## src/rtl/slc_state_readback.sv

```systemverilog
// slc_state_readback: captures one super logic cell's AQZ/BQZ/CQZ/CO on CAP
// and streams the snapshot LSB first over an SDO/SVAL/SRDY handshake.
// Optional feature macro: SLC_READBACK_PARITY_EN appends an even-parity bit after CO.
module slc_state_readback #(
  parameter int NUM_LC = 8
) (
  input  logic              QCK,
  input  logic              QRT,
  input  logic              CAP,
  input  logic [NUM_LC-1:0] AQZ,
  input  logic [NUM_LC-1:0] BQZ,
  input  logic [NUM_LC-1:0] CQZ,
  input  logic              CO,
  output logic              SDO,
  output logic              SVAL,
  input  logic              SRDY,
  output logic              SFRM,
  output logic              BUSY,
  output logic              OVF,
  input  logic              OVF_CLR
);

`ifdef SLC_READBACK_PARITY_EN
  localparam int FRAME_BITS = 3*NUM_LC + 2;
`else
  localparam int FRAME_BITS = 3*NUM_LC + 1;
`endif
  localparam int CW = $clog2(FRAME_BITS);

  typedef enum logic {IDLE, SHIFT} state_t;

  state_t                state_q, state_d;
  logic [FRAME_BITS-1:0] sr_q, sr_d, snap;
  logic [CW-1:0]         cnt_q, cnt_d;
  logic                  sfrm_q, sfrm_d;
  logic                  ovf_q, ovf_d;
  logic                  drop;

  // Snapshot word in transmit order, AQZ[0] in bit 0.
  always_comb begin
`ifdef SLC_READBACK_PARITY_EN
    snap = {^{CO, CQZ, BQZ, AQZ}, CO, CQZ, BQZ, AQZ};
`else
    snap = {CO, CQZ, BQZ, AQZ};
`endif
  end

  // Next-state logic: capture, shift on handshake, back-to-back reload, drop detection.
  always_comb begin
    state_d = state_q;
    sr_d    = sr_q;
    cnt_d   = cnt_q;
    sfrm_d  = sfrm_q;
    drop    = 1'b0;
    case (state_q)
      IDLE: begin
        if (CAP) begin
          sr_d    = snap;
          cnt_d   = CW'(FRAME_BITS - 1);
          sfrm_d  = 1'b1;
          state_d = SHIFT;
        end
      end
      SHIFT: begin
        if (SRDY) begin
          if (cnt_q == '0) begin
            if (CAP) begin
              sr_d   = snap;
              cnt_d  = CW'(FRAME_BITS - 1);
              sfrm_d = 1'b1;
            end else begin
              sr_d    = sr_q >> 1;
              sfrm_d  = 1'b0;
              state_d = IDLE;
            end
          end else begin
            sr_d   = sr_q >> 1;
            cnt_d  = cnt_q - CW'(1);
            sfrm_d = 1'b0;
          end
        end
        // Any CAP in SHIFT except one coinciding with the final transfer is lost.
        if (CAP && !(SRDY && (cnt_q == '0))) begin
          drop = 1'b1;
        end
      end
      default: state_d = IDLE;
    endcase
    // Set has priority over clear.
    ovf_d = drop | (ovf_q & ~OVF_CLR);
  end

  // State registers with asynchronous active-low reset.
  always_ff @(posedge QCK or negedge QRT) begin
    if (!QRT) begin
      state_q <= IDLE;
      sr_q    <= '0;
      cnt_q   <= '0;
      sfrm_q  <= 1'b0;
      ovf_q   <= 1'b0;
    end else begin
      state_q <= state_d;
      sr_q    <= sr_d;
      cnt_q   <= cnt_d;
      sfrm_q  <= sfrm_d;
      ovf_q   <= ovf_d;
    end
  end

  // Outputs decode directly from flops so reset clears them immediately.
  assign SVAL = (state_q == SHIFT);
  assign BUSY = (state_q == SHIFT);
  assign SDO  = (state_q == SHIFT) & sr_q[0];
  assign SFRM = (state_q == SHIFT) & sfrm_q;
  assign OVF  = ovf_q;

endmodule

```

## config.mk

```make
export PLATFORM = sky130hd
export DESIGN_NAME = slc_state_readback
export DESIGN_NICKNAME = d
export VERILOG_FILES = /design/src/rtl/slc_state_readback.sv
export SDC_FILE = /design/constraint.sdc
export NUM_CORES = 1
export LEC_CHECK = 0
export CORE_ASPECT_RATIO = 0.6
export CORE_MARGIN = 3
export CORE_UTILIZATION = 35
export DETAILED_ROUTE_END_ITERATION = 7
export HOLD_SLACK_MARGIN = 0.02
export SYNTH_ARGS = -nofsm -noshare
export SYNTH_HDL_FRONTEND = slang
export SYNTH_SLANG_ARGS = --single-unit
```

## constraint.sdc

```tcl
create_clock -name QCK -period 2.3 [get_ports QCK]
set_clock_uncertainty 0.1 [all_clocks]
set_input_delay 0.345 -clock QCK [delete_from_list [all_inputs] [get_ports QCK]]
set_output_delay 0.345 -clock QCK [all_outputs]
set_load 0.01 [all_outputs]
```

==> results of run 1 <==
## where the power goes
group          leakage [nW]  internal (mW)  switching (mW)  total [mW]
logic                 0.606          0.358           0.325       0.683
clock network        0.0450          0.209           0.195       0.405
registers             0.351          0.794           0.159       0.953
## layout by cell type (no fill, tap or decap), types with 2 or more instances in the layout
cell / instances
o21ai_0: 2
nand2_1: 6
clkinv_2: 2
inv_1: 8
o22ai_1: 2
a21oi_4: 2
dfrtp_1: 33
buf_12: 2
mux2i_1: 25
clkdlybuf4s50_1: 34
a22o_1: 2
clkbuf_8: 5
a21oi_1: 28
nor3_1: 2
buf_4: 3
nor2_1: 27
## sequential cells by signal, indices dropped and copies added, names as in the netlist
register,count
BUSY,1
sr_q,25
sfrm_q,1
cnt_q,5
OVF,1
## per-layer routing
| layer | wire length [um] | part of all wire | track usage |
|---|---|---|---|
| met2 | 1450 | 0.44 | 0.204 |
| met1 | 1720 | 0.52 | 0.176 |
| met4 | 34 | 0.010 | 0.0473 |
| met5 | 0 | 0 | 0 |
| met3 | 121 | 0.036 | 0.0358 |
## per-stage QoR
| step | worst slack (ns) | utilization | power (mW) |
|---|---|---|---|
| floorplan | 0.571 | - | 1.42 |
| global placement | 0.426 | 0.478 | 1.60 |
| detailed placement | 0.342 | 0.478 | 1.65 |
| CTS | 0.313 | 0.497 | 2.07 |
| global route | 0.192 | 0.497 | 2.20 |
| finish | 0.335 | 0.497 | 2.04 |
## logic make-up after synthesis
family          synth area share
mux                        0.153
compound gates             0.152
flops                      0.505
fa+ha+maj                0.00766
buf+inv                   0.0605
simple gates               0.121
## critical path: stages (launching register included)
cell and delay (ns):
dfrtp_1 0.36, buf_4 0.20, and2_1 0.15, clkdlybuf4s50_1 0.53
## worst paths after layout
| path | startpoint | end | cells after the start |
|---|---|---|---|
| worst max register to register | cnt_q[0]$_DFFE_PN0P_ | sr_q[0]$_DFFE_PN0P_ | 7 |
| worst max-delay path | BUSY$_DFF_PN0_ | SDO | 3 |
| worst min register to register | sr_q[6]$_DFFE_PN0P_ | sr_q[6]$_DFFE_PN0P_ | 2 |
| max in group asynchronous | QRT | sr_q[2]$_DFFE_PN0P_ | 2 |
| min in group QCK | sr_q[6]$_DFFE_PN0P_ | sr_q[6]$_DFFE_PN0P_ | 2 |
| worst min-delay path | QRT | sr_q[7]$_DFFE_PN0P_ | 2 |
## cell type report
| cell class | count | area share |
|---|---|---|
| clock buffer | 6 | 0.0340 |
| clock inverter | 2 | 0.00468 |
| inverter | 8 | 0.0141 |
| multi-input combinational | 110 | 0.337 |
| sequential | 33 | 0.386 |
| tap | 60 | 0.0351 |
| timing repair buffer | 39 | 0.189 |
==> metrics, run 1 <==
result of the run=completed; Multi-input gate area=721 sq um; Fin Setup TNS=0 ns; peak supply drop=434 uV; layout cells sized above 1=0.0808; Placer Congestion=0.762; Critical Path Fanout Max=13; Mapped Cells=162; count leader, synth=dfrtp_1; Hold Violations, Final=0; fmax=0.509 GHz; crit start category=flip-flop; root buffer cell=clkbuf_8; num ports=35; die height=58.9 um; R2R setup slack=0.34 ns; Cell Pwr Density=955 nW/um^2; synth unique cells=29; Max Slew Vio Count=0; synth top area cells=dfrtp_1, mux2i_1, a21oi_1, nor2_1, inv_1; H-Tree Depth=2; #FFs+latches synth=33; Rows=18; antenna fix cells=0; Detail Placement HPWL=2400 um; initial DRC count=87; clk_lat worst skew=0.27 ns; Total GRT Usage=0.131; CTS buffer count=5; share of the synthesized area in the top cell type=0.505; Post-synth EDFFs=0; total detailed-routing wirelength=3330 um; Cell Area, Synth=1630 sq um; CTS-repair resized insts=0; Storage cell area=826 sq um; vias post-DR=1,249; core area=4300 sq um; cts hold-fix bufs=0; worst hold-check path type=in2async; Vias/cell=4.84; first-pass iteration count of the detailed router=6; CP required=1.86 ns; min Tclk post-route=1.96 ns; CTS tree=built; period utilization=0.854; largest net degree at the start of global routing=50; full die area=5550 sq um; Post-DRT Antenna Nets=0; placed insts=250; antenna violations before repair=0; Post-Layout Cell Count=258; fillcell total=384; initial core utilization=0.380; slew of the pin with the lowest slew margin=0.408 ns; Setup CP Type=reg2out; final instance area=2140 sq um; die width=94.2 um; Slew HR=0.727; CTS Sinks=33; top_reg_cell synth=dfrtp_1; Leakage=1.00 nW; aggregate global routing overflow=0; synth warn=0; Worst setup EP type=primary output; Area growth syn-to-layout=30.8%; first-pass GRT wire length=5700 um; CP arrival=1.52 ns; hold slack=0.364 ns; instance area after placement=2050 sq um; nets=228; RSZ-0062 raised after global routing=false; area leader, netlist=dfrtp_1; post-synthesis async set-or-reset flop share=1.00; Reg clk slew, reported paths=0.07 ns; detailed-route DRC error count=0; mean area per synthesized cell=10.1 sq um; Post-synth top cells=dfrtp_1, a21oi_1, nor2_1, mux2i_1, inv_1; setup bufs post-CTS=0; max-cap violation count=0; vias in the first global route=1,247; Net Count, Synth=193; Final Setup Violations=0; Seq/Total Area, Yosys=0.505; drt wl/cell=12.9 um; Clock Tree Buf Depth=2; I/O Buffers=34
Note: power is estimated with default switching activity, not from simulation.
==> run 2, diff against run 1 <==
PLACE_DENSITY = 0.59   (was default)
==> run 2 against run 1 <==
Compared with the run above:
- critical endpoint is now sr_q[16]$_DFFE_PN0P_
- clock power up 59%
- fmax up 2.1%
- via count up 0.96%
- die area unchanged
- count of clock-buffer cells in the layout fell by 1
==> metrics, run 2 (synthesized netlist as in run 1, its figures left out) <==
Post-Layout Cell Count=257 (-0.39%); Reg clk slew, reported paths=0.07 ns (about the same); root buffer cell=clkbuf_8; Area growth syn-to-layout=33.5%; core area=4300 sq um (unchanged); CP required=2.36 ns (+0.50 ns); full die area=5550 sq um (unchanged); hold slack=0.358 ns (-0.00674 ns); Crit-path slowest cell=dfrtp_1; RSZ-0062 raised after global routing=false; period utilization=0.837 (-0.0175); first-pass GRT wire length=5380 um (-5.6%); setup bufs post-CTS=0 (unchanged); slew of the pin with the lowest slew margin=0.413 ns (+0.00508 ns); Vias/cell=4.91 (+1.4%); placed insts=249 (-0.40%); total detailed-routing wirelength=3320 um (-0.39%); depth of the worst register-to-register path=7 (unchanged); min Tclk post-route=1.92 ns (-0.0402 ns); I/O Buffers=34 (unchanged); max-cap violation count=0 (unchanged); first-pass iteration count of the detailed router=4 (-2); CP bufs+invs=2 (unchanged); CP cell instances=inv_1 -> ha_1 -> nor4b_4 -> a21oi_4 -> buf_12 -> mux2i_1 -> a21oi_1; layout cells sized above 1=0.0812 (+0.000410); Cell Pwr Density=1040 nW/um^2 (+9.3%); Hold Violations, Final=0 (unchanged); Final Setup Violations=0 (unchanged); Max Slew Vio Count=0 (unchanged); CP max stage delay=0.42 ns (-0.11 ns); Setup CP Type=reg2reg; biggest regs=sr_q: 25 flops, cnt_q: 5 flops; fmax=0.520 GHz (+2.1%); CTS buffer count=5 (unchanged); vias post-DR=1,261 (+0.96%); crit start category=flip-flop; Rows=18 (unchanged); initial DRC count=95 (+9.2%); clk_lat worst skew=0.28 ns (about the same); Total GRT Usage=0.126 (-0.00457); most common cell after layout, fill and taps aside=clkdlybuf4s50_1; num ports=35 (unchanged); CTS-repair resized insts=0 (unchanged); H-Tree Depth=2 (unchanged); peak supply drop=465 uV (+6.9%); Largest register FFs=25 (unchanged); initial core utilization=0.380 (unchanged); die width=94.2 um (unchanged); vias in the first global route=1,175 (-5.8%); Slew HR=0.725 (-0.00224); antenna violations before repair=0 (unchanged); Leakage=1.02 nW (+1.8%); CP delay by family, top=flip-flops; antenna fix cells=0 (unchanged); CTS Sinks=33 (unchanged); aggregate global routing overflow=0 (unchanged); cts hold-fix bufs=0 (unchanged); Post-DRT Antenna Nets=0 (unchanged); result of the run=completed; WP depth=7 (+4); worst hold-check path type=in2async; Clock Tree Buf Depth=2 (unchanged); Top reg by flops=sr_q; Setup WS post-layout=0.375 ns (+0.0402 ns); CTS tree=built; Tot Pwr=2.28 mW (+12%); Critical Path Fanout Max=24 (+11); setup slack at placement=0.308 ns (-0.0339 ns); die height=58.9 um (unchanged); drt wl/cell=12.9 um (about the same); Worst setup EP type=flip-flop; Fin Setup TNS=0 ns (unchanged); nets=227 (-0.44%); CP arrival=1.98 ns (+0.46 ns); largest net degree at the start of global routing=50 (unchanged); detailed-route DRC error count=0 (unchanged); Detail Placement HPWL=2360 um (-1.6%); commonest cells after routing, fill and taps aside=clkdlybuf4s50_1, dfrtp_1, a21oi_1, nor2_1, mux2i_1; Placer Congestion=0.800 (+4.9%)
-- run 2: cell count changes in the layout (fill, tap and decap cells not counted), sizes merged --
cell / before / now
buf: 5 / 4
bufinv: 0 / 2
clkbuf: 6 / 5
clkinv: 2 / 1
-- run 2: worst paths after layout --
kind / endpoint / startpoint / slack [ns]
max reg2reg: sr_q[16]$_DFFE_PN0P_ / cnt_q[0]$_DFFE_PN0P_ / 0.38
max in group asynchronous: cnt_q[1]$_DFFE_PN0P_ / QRT / 1.44
min in group QCK: sr_q[23]$_DFFE_PN0P_ / sr_q[23]$_DFFE_PN0P_ / 0.43
min: OVF$_DFF_PN0_ / QRT / 0.36
max: sr_q[16]$_DFFE_PN0P_ / cnt_q[0]$_DFFE_PN0P_ / 0.38
min reg2reg: sr_q[23]$_DFFE_PN0P_ / sr_q[23]$_DFFE_PN0P_ / 0.43
-- run 2: metal layers --
metal	wire, um	up-vias	part of all wire	global-route usage
li1	-	633	-	-
met1	1630	582	0.49	0.173
met2	1430	41	0.43	0.186
met3	228	5	0.069	0.0447
met4	31	0	0.0094	0.0432
met5	0	-	0	0
-- run 2: worst reg2reg max path: stages (launching register included) --
cell and delay, ns:
dfrtp_1 0.42, inv_1 0.11, ha_1 0.23, nor4b_4 0.37
a21oi_4 0.11, buf_12 0.19, mux2i_1 0.18, a21oi_1 0.10
-- run 2: final cells by class --
type / count / area (sq um)
Clock buffer: 5 / 68.8
Clock inverter: 3 / 65.1
Multi-Input combinational cell: 110 / 721
Timing Repair Buffer: 38 / 395
Tap cell: 60 / 75.1
Sequential cell: 33 / 826
Inverter: 8 / 30.0
Fill cell: 375 / 2120
-- run 2: through the flow --
step / utilization / instance area [sq um]
after floorplan: - / 1630
after global placement: 0.476 / 2050
after detailed placement: 0.476 / 2050
after CTS: 0.507 / 2180
after global routing: 0.507 / 2180
final: 0.507 / 2180
-- run 2: power by group --
group          internal, mW  switching, mW  total, mW
clock                 0.430          0.215      0.645
sequential            0.794          0.165      0.959
combinational         0.356          0.315      0.672
total                  1.58          0.695       2.28
